## src/rtl/imem_load_fetch_ctrl_if.sv

```systemverilog
// Bundle of loader stream, CPU fetch port and instruction-RAM port for the imem controller.
// No logic inside; master is the surrounding system (host loader, core, RAM), slave is the controller.
// Loader flow control is ld_valid/ld_ready; the fetch and RAM sides have no backpressure.
interface imem_load_fetch_ctrl_if #(
    parameter int ADDR_W = 4,
    parameter int DATA_W = 16
);
    logic              ld_start;
    logic              ld_valid;
    logic [7:0]        ld_data;
    logic              ld_end;
    logic              ld_ready;

    logic              cpu_req;
    logic [15:0]       cpu_pc;
    logic [DATA_W-1:0] cpu_instr;
    logic              cpu_valid;
    logic              cpu_hold;
    logic              fetch_fault;
    logic [ADDR_W:0]   words_loaded;

    logic [ADDR_W-1:0] mem_addr;
    logic              mem_we;
    logic [DATA_W-1:0] mem_wdata;
    logic [DATA_W-1:0] mem_rdata;

    modport master (
        output ld_start, ld_valid, ld_data, ld_end, cpu_req, cpu_pc, mem_rdata,
        input  ld_ready, cpu_instr, cpu_valid, cpu_hold, fetch_fault, words_loaded,
               mem_addr, mem_we, mem_wdata
    );

    modport slave (
        input  ld_start, ld_valid, ld_data, ld_end, cpu_req, cpu_pc, mem_rdata,
        output ld_ready, cpu_instr, cpu_valid, cpu_hold, fetch_fault, words_loaded,
               mem_addr, mem_we, mem_wdata
    );
endinterface

```

## src/rtl/imem_load_fetch_ctrl.sv

```systemverilog
// Loads the instruction RAM from a byte stream, then serves CPU fetches from it.
// Latency: RAM write in the low-byte handshake cycle; fetch data one cycle after cpu_req.
// Backpressure: ld_ready only while loading; core held via cpu_hold until the load finishes.
module imem_load_fetch_ctrl #(
    parameter int                ADDR_W   = 4,
    parameter int                DATA_W   = 16,
    parameter logic [DATA_W-1:0] NOP_WORD = 16'h0000
) (
    input logic                   clk,
    input logic                   rst_n,
    imem_load_fetch_ctrl_if.slave bus
);
    localparam int              DEPTH     = 1 << ADDR_W;
    localparam logic [ADDR_W:0] LAST_WORD = (ADDR_W + 1)'(DEPTH - 1);

    localparam logic [1:0] HALT = 2'd0;
    localparam logic [1:0] LOAD = 2'd1;
    localparam logic [1:0] RUN  = 2'd2;

    logic [1:0]        state;
    logic              phase;
    logic [7:0]        hi_byte;
    logic [ADDR_W:0]   wr_cnt;
    logic              cpu_valid_q;
    logic              oor_q;
    logic              fault_q;
    logic [DATA_W-1:0] instr_hold;

    logic              in_load;
    logic              in_run;
    logic              byte_hs;
    logic              wr_fire;
    logic              pc_oor;
    logic              fetch;
    logic [DATA_W-1:0] cpu_instr_w;
    logic              unused_pc_lsb;

    assign in_load = (state == LOAD);
    assign in_run  = (state == RUN);

    // A restart pulse wins over any byte offered in the same cycle.
    assign byte_hs = in_load & bus.ld_valid & ~bus.ld_start;
    assign wr_fire = byte_hs & phase;

    // Upper PC bits beyond the RAM's byte range mark an out-of-range fetch.
    assign pc_oor        = |bus.cpu_pc[15:ADDR_W+1];
    assign fetch         = in_run & bus.cpu_req & ~bus.ld_start;
    assign unused_pc_lsb = bus.cpu_pc[0];

    assign bus.ld_ready     = in_load;
    assign bus.cpu_hold     = ~in_run;
    assign bus.mem_we       = wr_fire;
    assign bus.mem_wdata    = wr_fire ? {hi_byte, bus.ld_data} : '0;
    assign bus.mem_addr     = (in_run & bus.cpu_req) ? bus.cpu_pc[ADDR_W:1] :
                              (in_load ? wr_cnt[ADDR_W-1:0] : '0);
    assign bus.words_loaded = wr_cnt;
    assign bus.fetch_fault  = fault_q;
    assign bus.cpu_valid    = cpu_valid_q;

    // RAM data is only valid in the cycle after the address, so pass it through then and hold it otherwise.
    assign cpu_instr_w   = cpu_valid_q ? (oor_q ? NOP_WORD : bus.mem_rdata) : instr_hold;
    assign bus.cpu_instr = cpu_instr_w;

    // Load sequencing: state, byte phase, high-byte latch and write counter.
    always_ff @(posedge clk or negedge rst_n) begin
        if (!rst_n) begin
            state   <= HALT;
            phase   <= 1'b0;
            hi_byte <= '0;
            wr_cnt  <= '0;
        end else if (bus.ld_start) begin
            state  <= LOAD;
            phase  <= 1'b0;
            wr_cnt <= '0;
        end else if (in_load) begin
            if (byte_hs) begin
                if (!phase) begin
                    hi_byte <= bus.ld_data;
                    phase   <= 1'b1;
                end else begin
                    phase  <= 1'b0;
                    wr_cnt <= wr_cnt + 1'b1;
                    if (wr_cnt == LAST_WORD) begin
                        state <= RUN;
                    end
                end
            end
            // Early end drops a half-received word; a word completed this cycle is already written.
            if (bus.ld_end) begin
                state <= RUN;
                phase <= 1'b0;
            end
        end
    end

    // Fetch pipeline: valid/out-of-range tracking, sticky fault and held instruction.
    always_ff @(posedge clk or negedge rst_n) begin
        if (!rst_n) begin
            cpu_valid_q <= 1'b0;
            oor_q       <= 1'b0;
            fault_q     <= 1'b0;
            instr_hold  <= '0;
        end else begin
            cpu_valid_q <= fetch;
            if (fetch) begin
                oor_q <= pc_oor;
            end
            if (bus.ld_start) begin
                fault_q <= 1'b0;
            end else if (fetch && pc_oor) begin
                fault_q <= 1'b1;
            end
            if (cpu_valid_q) begin
                instr_hold <= cpu_instr_w;
            end
        end
    end
endmodule

```

## src/flat_wrapper.sv

```systemverilog
// flat-port wrapper written by rule: the top's interface ports become plain ports
module imem_load_fetch_ctrl_flat 
#(
    parameter int                ADDR_W   = 4,
    parameter int                DATA_W   = 16,
    parameter logic [DATA_W-1:0] NOP_WORD = 16'h0000
)
  (clk, rst_n, bus_ld_start, bus_ld_valid, bus_ld_data, bus_ld_end, bus_cpu_req, bus_cpu_pc, bus_mem_rdata, bus_ld_ready, bus_cpu_instr, bus_cpu_valid, bus_cpu_hold, bus_fetch_fault, bus_words_loaded, bus_mem_addr, bus_mem_we, bus_mem_wdata);
  imem_load_fetch_ctrl_if #(.ADDR_W(ADDR_W), .DATA_W(DATA_W)) bus_i ();
  input logic clk;
  input logic rst_n;
  input wire logic [$bits(bus_i.ld_start)-1:0] bus_ld_start;
  input wire logic [$bits(bus_i.ld_valid)-1:0] bus_ld_valid;
  input wire logic [$bits(bus_i.ld_data)-1:0] bus_ld_data;
  input wire logic [$bits(bus_i.ld_end)-1:0] bus_ld_end;
  input wire logic [$bits(bus_i.cpu_req)-1:0] bus_cpu_req;
  input wire logic [$bits(bus_i.cpu_pc)-1:0] bus_cpu_pc;
  input wire logic [$bits(bus_i.mem_rdata)-1:0] bus_mem_rdata;
  output wire logic [$bits(bus_i.ld_ready)-1:0] bus_ld_ready;
  output wire logic [$bits(bus_i.cpu_instr)-1:0] bus_cpu_instr;
  output wire logic [$bits(bus_i.cpu_valid)-1:0] bus_cpu_valid;
  output wire logic [$bits(bus_i.cpu_hold)-1:0] bus_cpu_hold;
  output wire logic [$bits(bus_i.fetch_fault)-1:0] bus_fetch_fault;
  output wire logic [$bits(bus_i.words_loaded)-1:0] bus_words_loaded;
  output wire logic [$bits(bus_i.mem_addr)-1:0] bus_mem_addr;
  output wire logic [$bits(bus_i.mem_we)-1:0] bus_mem_we;
  output wire logic [$bits(bus_i.mem_wdata)-1:0] bus_mem_wdata;
  assign bus_i.ld_start = bus_ld_start;
  assign bus_i.ld_valid = bus_ld_valid;
  assign bus_i.ld_data = bus_ld_data;
  assign bus_i.ld_end = bus_ld_end;
  assign bus_i.cpu_req = bus_cpu_req;
  assign bus_i.cpu_pc = bus_cpu_pc;
  assign bus_i.mem_rdata = bus_mem_rdata;
  assign bus_ld_ready = bus_i.ld_ready;
  assign bus_cpu_instr = bus_i.cpu_instr;
  assign bus_cpu_valid = bus_i.cpu_valid;
  assign bus_cpu_hold = bus_i.cpu_hold;
  assign bus_fetch_fault = bus_i.fetch_fault;
  assign bus_words_loaded = bus_i.words_loaded;
  assign bus_mem_addr = bus_i.mem_addr;
  assign bus_mem_we = bus_i.mem_we;
  assign bus_mem_wdata = bus_i.mem_wdata;
  imem_load_fetch_ctrl #(.ADDR_W(ADDR_W), .DATA_W(DATA_W), .NOP_WORD(NOP_WORD)) u_core (.clk(clk), .rst_n(rst_n), .bus(bus_i));
endmodule
```

## config.mk

```make
export PLATFORM = sky130hd
export DESIGN_NAME = imem_load_fetch_ctrl_flat
export DESIGN_NICKNAME = d
export VERILOG_FILES = /design/src/rtl/imem_load_fetch_ctrl_if.sv /design/src/rtl/imem_load_fetch_ctrl.sv /design/src/flat_wrapper.sv
export SDC_FILE = /design/constraint.sdc
export NUM_CORES = 1
export LEC_CHECK = 0
export CORE_MARGIN = 1.5
export CORE_UTILIZATION = 42
export CTS_CLUSTER_DIAMETER = 60
export DETAILED_ROUTE_END_ITERATION = 10
export PLACE_DENSITY = 0.84
export SYNTH_ARGS = -nofsm -noshare
export SYNTH_HDL_FRONTEND = slang
export SYNTH_SLANG_ARGS = --single-unit
```

## constraint.sdc

```tcl
create_clock -name clk -period 2.9 [get_ports clk]
set_input_delay 0.58 -clock clk [delete_from_list [all_inputs] [get_ports clk]]
set_output_delay 0.58 -clock clk [all_outputs]
set_load 0.05 [all_outputs]
```

== After elaboration in Yosys (flattened, before gate mapping) ==
Index checks and enable logic that the tools add are counted.
Widths: inputs -> output; s select.
Storage, ports and cells
  register bits: 35
  output and inout port bits: 46
  bits of input ports: 46
  word-level logic and storage cells: 55
Operators by class
  bitwise logic cells: 8
  add/subtract/negate cells: 1
  mux-type cells: 22
  equality and inequality tests: 3
  reduce and logical (&&, ||, !) cells: 13
Operators with widths (count)
  $mux 16: 3
  $mux 5: 4
  $mux 2: 6
  $reduce_or 11->1: 1
  $reduce_bool 3->1: 3
  $mux 4: 2
  $reduce_and 4->1: 2
  $reduce_bool 2->1: 4
  $mux 1: 7
  $add 5x1->5 const B: 1
  $and 1x1->1: 5
  $eq 5x4->1 const B: 1
  $not 1->1: 3
  $reduce_and 3->1: 1
  $eq 2x1->1 const B: 1
  $eq 2x2->1 const B: 1
  $reduce_and 2->1: 1
  $logic_and 1x1->1: 1

== Longest topological paths before layout ==
Gate-level depths: netlist of the first run.
  depth in word-level cells: 7
  mapped depth: 6
  mapped depth without buffers: 6

== Worst setup path after synthesis of the first run ==
Ideal clock, no wire load.
  path kind: input to output
  start: input bus_ld_start
  end: output bus_mem_wdata[10]
  path slack: 0.311 ns
  buffers on the path: 2
  data arrival time: 2.009 ns
  stages on the path: 4
  data required time: 2.320 ns
  cell sequence: clkbuf_1 nor3_1 buf_2 and2_1
Between the ends
  word-level cells in the longest chain between the ends: 4
RTL lines
  start, declared: RTL line flat_wrapper.sv:12  | input wire logic [$bits(bus_i.ld_start)-1:0] bus_ld_start;
  $not 1->1 (no line)
  $and 1x1->1: RTL line imem_load_fetch_ctrl.sv:42  | assign byte_hs = in_load & bus.ld_valid & ~bus.ld_start;
  $and 1x1->1: RTL line imem_load_fetch_ctrl.sv:43  | assign wr_fire = byte_hs & phase;
  net bus_mem_we: RTL line flat_wrapper.sv:26  | output wire logic [$bits(bus_i.mem_we)-1:0] bus_mem_we;
  $mux 16: RTL line imem_load_fetch_ctrl.sv:53  | assign bus.mem_wdata = wr_fire ? {hi_byte, bus.ld_data} : '0;
  end, declared: RTL line flat_wrapper.sv:27  | output wire logic [$bits(bus_i.mem_wdata)-1:0] bus_mem_wdata;
The timed path passes the listed nets, and every way through them passes these cells.

== Worst setup path in the final report of the first run ==
  start: input bus_ld_valid
  end: output bus_mem_wdata[8]
Between the ends
  word-level cells in the longest chain between the ends: 4
RTL lines
  start, declared: RTL line flat_wrapper.sv:13  | input wire logic [$bits(bus_i.ld_valid)-1:0] bus_ld_valid;
  $and 1x1->1 (2 in series): RTL line imem_load_fetch_ctrl.sv:42
  $and 1x1->1: RTL line imem_load_fetch_ctrl.sv:43
  $mux 16: RTL line imem_load_fetch_ctrl.sv:53
Every way passes these cells.

==> results of run 1 <==
## routing by layer
layer | part of all wire (%) | wire length, µm | global-route usage, %
met1 | 39 | 1770 | 26.1
met3 | 7.0 | 322 | 6.91
met5 | 0 | 0 | 0
met4 | 1.8 | 83 | 9.00
met2 | 52 | 2400 | 36.2
## state kept, by name (all words and copies together), names as in the netlist
name                     cells
u_core.phase                 1
u_core.bus.fetch_fault       1
u_core.oor_q                 1
u_core.instr_hold           16
u_core.bus.words_loaded      5
u_core.state                 2
u_core.bus.cpu_valid         1
u_core.hi_byte               8
## placed cells by master (no fill, tap or decap)
master,Yosys,routed
o21ai_0,39,39
nor4_1,2,2
or3_1,4,4
and3_1,1,1
a31oi_1,1,1
xnor2_1,1,1
a22o_1,2,2
dfrtp_1,35,35
and2_1,16,16
nand3b_1,1,1
and4b_1,1,1
nand4b_1,1,1
nand2b_1,1,1
a211oi_1,1,1
nand3_1,5,5
mux2_2,1,1
clkbuf_8,0,6
a21oi_1,4,4
nor2b_1,2,2
nand2_1,23,23
inv_1,20,20
o21a_1,1,1
clkdlybuf4s50_1,0,53
or2b_1,1,1
nand2b_4,1,1
buf_4,0,9
nor3_1,3,3
mux2_4,8,8
ha_1,2,2
buf_12,0,33
nor2_1,4,4
clkinv_2,0,1
## area by class of cell
cell class,instances,area (µm²)
Fill cell,281,898
Tap cell,50,62.6
Inverter,20,75.1
Timing Repair Buffer,95,1260
Clock buffer,6,82.6
Clock inverter,1,5.00
Multi-Input combinational cell,126,771
Sequential cell,35,876
## cell families (layout without fill, tap and decap cells)
logic type / after synthesis / count (layout)
AO/OA/AOI/OAI: 48 / 48
AND/OR/NAND/NOR: 66 / 66
multiplexers: 9 / 9
adder cells (fa/ha/maj): 2 / 2
buffers and inverters: 29 / 122
flip-flops: 35 / 35
XOR/XNOR: 1 / 1
## path summary, 6_finish.rpt
| kind | depth (start not counted) | start | to |
|---|---|---|---|
| max | 6 | bus_ld_valid | bus_mem_wdata[8] |
| max in group asynchronous | 2 | rst_n | u_core.state[0]$_DFFE_PN0P_ |
| min | 1 | u_core.hi_byte[6]$_DFFE_PN0P_ | u_core.hi_byte[6]$_DFFE_PN0P_ |
| max reg2reg | 3 | u_core.state[1]$_DFFE_PN0P_ | u_core.hi_byte[1]$_DFFE_PN0P_ |
| min in group asynchronous | 2 | rst_n | u_core.instr_hold[5]$_DFFE_PN0P_ |
| min reg2reg | 1 | u_core.hi_byte[6]$_DFFE_PN0P_ | u_core.hi_byte[6]$_DFFE_PN0P_ |
## power groups by stage
stage | logic, mW | clock network, mW | registers (mW)
3_3_place_gp | 0.913 | 0 | 0.647
3_5_place_dp | 0.939 | 0 | 0.656
5_1_grt | 0.983 | 0.384 | 0.661
2_1_floorplan | 0.470 | 0 | 0.642
4_1_cts | 0.941 | 0.359 | 0.647
6_report | 0.932 | 0.346 | 0.648
## through the flow
stage	total power, mW	utilization [%]	worst slack (ns)
CTS	1.95	77.7	0.339
global route	2.03	77.7	0.259
global placement	1.56	75.5	0.374
floorplan	1.11	-	0.311
finish	1.93	77.7	0.347
detailed placement	1.59	75.5	0.339
## worst max-delay path: stages
cell,delay (ns)
clkdlybuf4s50_1,0.56
nand2_1,0.07
nor3_1,0.18
buf_4,0.22
and2_1,0.20
buf_12,0.15
==> out/qor.csv, run 1 <==
metric,value,unit
status,"complete, no violations",
synth_common_cells,"39 x o21ai_0, 35 x dfrtp_1, 23 x nand2_1",
slew_viol_final,0,
die_area,4620,µm²
syn_inst,190,
syn_area_per_cell,9.33,µm²
cap_violations,0,
ys_async_sr_fraction,100,%
ys_warn_count,0,
synth_edf_count,0,
firstDrtPassIters,4,
ys_ff_latch,35,
h-tree-depth,2,
hpwl,3.62,mm
instances_no_fill,333,
cts.sinks,35,
cts-root-buf,clkbuf_8,
yosys-top-cells-area,"dfrtp_1 49%, o21ai_0 11%, mux2_4 6.8%",
critPathArrivalTime,1.97,ns
synth_area_leader_cell,dfrtp_1,
synth.area.mux_share,7.41,%
rsz0062_at_grt,no,
switchingPower,709,µW
path_class,in2out,
drive_gt1_share,20.8,%
start_util,44.0,%
ys_types,30,
placed_area,3040,µm²
gr-total-overflow,0,
hold_viol,0,
required,2.32,ns
rows,23,
max-vdd-ir-drop,364,µV
fin_worst_skew,0.00214,ns
synth_nets,238,
max_freq,0.392,GHz
grt_pass1_vias,1576,
die_w,68.0,µm
r2r_setup_slack,1.16,ns
cellPowerDensity,615,nW/µm²
sw_frac_of_total,36.8,%
drtAntennaViolNets,0,
io_pins,92,
p_leak,1.38,nW
synth_compound_area_share,14.3,%
antenna_found_initial,0,
vias,1666,
cp-end-kind,output port,
ys_seq_area_share,49.4,%
via_per_inst,5.00,
setup_viol,0,
wl_per_cell,13.7,µm
synth-xor-area-share,0.494,%
tightest_slew,0.518,ns
cts_tree,built,
period_minus_slack,2.55,ns
nNetsFinal,331,
relSlewSlack,65.4,%
drc,0,
clkSlewWorstSetupHoldPaths,0.06,ns
dp.cells,326,
synthSimpleGateAreaFrac,19.8,%
synth_top_family_by_area,simple AND/OR/NAND/NOR gates,
grt_pass1_wl,7.36,mm
fin_setup_tns,0,ns
io_buffers,90,
cts_buffers,5,
cp_max_fo,17,
clock_power_share,18.0,%
synth_flop_cell,dfrtp_1,
clock_path_buffers,2,
hp-class,reg2reg,
seq_power_share,33.7,%
core-area,4030,µm²
syn_area,1770,µm²
insertion_delay,0.28,ns
die-height,68.0,µm
yosysMostFrequentCell,o21ai_0,
syn_to_final_growth,76.6,%
grt_max_degree,36,
period_share,88.0,%
synth_top_cell_area_share,49.4,%
synth-adder-area-share,1.41,%
gp_congestion,0.752,
routed_wl,4.57,mm
track_usage,21.8,%
p_int,1.22,mW
finalInstanceArea,3130,µm²
whs,0.503,ns
drtIter0Drc,45,
p_comb_share,48.4,%
post_cts_resized,0,
num_antenna_cells,0,
cp-start-kind,primary input,
post_cts_buffers,0,
hold_buffers,0,
Note: power is estimated with default switching activity, not from simulation.
==> run 2, diff against run 1 <==
- CORE_UTILIZATION: 42 -> 39
- PLACE_DENSITY: 0.84 -> 0.79
- clock period: 2.9 -> 2.4 ns (I/O delays scaled with it)
==> run 2 against run 1 <==
  * Final area is 2.7% higher
  * Critical path depth is 4 lower
  * Setup slack got worse by 0.21 ns
  * Sequential power increased by 20%
  * Register-to-register slack lost 0.49 ns
  * Cell count up 1.2%
  * Critical endpoint is now bus_cpu_hold
  * Highest routed layer unchanged
==> out/qor.csv, run 2 (same netlist as run 1, synthesis figures left out) <==
metric,value,unit
max_freq,0.442,GHz
nNetsFinal,332,
critical-path-max-stage-delay,0.79,ns
period_minus_slack,2.26,ns
start_util,40.7,%
relSlewSlack,65.9,%
firstDrtPassIters,5,
rsz0062_at_grt,no,
cts-root-buf,clkbuf_8,
wl_per_cell,13.3,µm
drive_gt1_share,22.1,%
cts_buffers,5,
cp-end-kind,output port,
insertion_delay,0.29,ns
die_w,70.4,µm
gp_congestion,0.810,
core-area,4350,µm²
drtIter0Drc,99,
drc,0,
grt_max_degree,36,
cts_tree,built,
p_leak,1.41,nW
cp-start-kind,register,
hpwl,3.34,mm
num_antenna_cells,0,
cp_max_fo,11,
status,"complete, no violations",
gr-total-overflow,0,
setup_viol,0,
clkSlewWorstSetupHoldPaths,0.07,ns
final_common_cell,clkdlybuf4s50_1,
cp_top_family,buffers and inverters,
required,1.92,ns
layout_common_cells,"51 x clkdlybuf4s50_1, 39 x o21ai_0, 37 x buf_12",
grt_pass1_vias,1621,
post-route-util,73.9,%
clock_path_buffers,2,
via_per_inst,4.92,
hold_viol,0,
critPathArrivalTime,1.78,ns
regMostFlops,u_core.instr_hold,
post_cts_buffers,0,
tightest_slew,0.510,ns
routed_wl,4.49,mm
io_pins,92,
rows,24,
die-height,70.4,µm
crit_chain,or2b_1 -> clkdlybuf4s50_1,
cp_num_buf_inv,1,
period_share,94.3,%
die_area,4960,µm²
hp-class,reg2reg,
track_usage,19.2,%
io_buffers,90,
cp_slowest_cell,clkdlybuf4s50_1,
vias,1658,
grt_pass1_wl,7.53,mm
path_class,reg2out,
fin_worst_skew,0.00438,ns
slew_viol_final,0,
max-vdd-ir-drop,476,µV
syn_to_final_growth,81.4,%
cts.sinks,35,
p_total,2.47,mW
cap_violations,0,
largest_register_ffs,16,
h-tree-depth,2,
hold_buffers,0,
antenna_found_initial,0,
post_cts_resized,0,
drtAntennaViolNets,0,
cellPowerDensity,768,nW/µm²
-- run 2: changes by cell type in the layout (fill, tap and decap cells not counted) --
cell / change
buf_4: -1
bufinv_16: +1
clkdlybuf4s50_1: -2
buf_12: +4
-- run 2: where the power goes --
group | internal, mW | total (mW) | switching, mW
logic | 0.538 | 1.14 | 0.602
clock network | 0.336 | 0.552 | 0.216
registers | 0.725 | 0.777 | 0.0525
-- run 2: metal layers --
| layer | routed length, µm | GRT usage [%] | vias to the layer above |
|---|---|---|---|
| li1 | - | - | 825 |
| met1 | 1890 | 23.1 | 758 |
| met2 | 2220 | 33.0 | 64 |
| met3 | 256 | 4.04 | 11 |
| met4 | 111 | 8.33 | 0 |
| met5 | 0 | 0 | - |
-- run 2: cell type report --
| class | instances | area [µm²] |
|---|---|---|
| Tap cell | 52 | 65.1 |
| Sequential cell | 35 | 876 |
| Fill cell | 301 | 1140 |
| Timing Repair Buffer | 96 | 1310 |
| Clock buffer | 6 | 82.6 |
| Inverter | 20 | 75.1 |
| Clock inverter | 2 | 35.0 |
| Multi-Input combinational cell | 126 | 771 |
-- run 2: final timing paths --
path                                               start  slack (ns)                               end  cells past startpoint
setup reg to reg             u_core.state[1]$_DFFE_PN0P_        0.67     u_core.hi_byte[1]$_DFFE_PN0P_                      3
hold reg to reg            u_core.hi_byte[6]$_DFFE_PN0P_        0.50     u_core.hi_byte[6]$_DFFE_PN0P_                      1
hold / removal             u_core.hi_byte[6]$_DFFE_PN0P_        0.50     u_core.hi_byte[6]$_DFFE_PN0P_                      1
setup / recovery             u_core.state[0]$_DFFE_PN0P_        0.14                      bus_cpu_hold                      2
max in group asynchronous                          rst_n        1.48     u_core.hi_byte[7]$_DFFE_PN0P_                      2
min in group asynchronous                          rst_n        0.60  u_core.instr_hold[1]$_DFFE_PN0P_                      2
-- run 2: through the flow --
stage / hold slack [ns] / instance area [µm²] / std cells / worst slack [ns] / setup TNS [ns]
2_1_floorplan: 0.184 / 1770 / 190 / -0.0323 / -0.496
3_3_place_gp: 0.482 / 3100 / 329 / 0.164 / 0
3_5_place_dp: 0.485 / 3100 / 329 / 0.143 / 0
4_1_cts: 0.505 / 3220 / 337 / 0.122 / 0
5_1_grt: 0.533 / 3220 / 337 / 0.0609 / 0
6_report: 0.503 / 3220 / 337 / 0.137 / 0
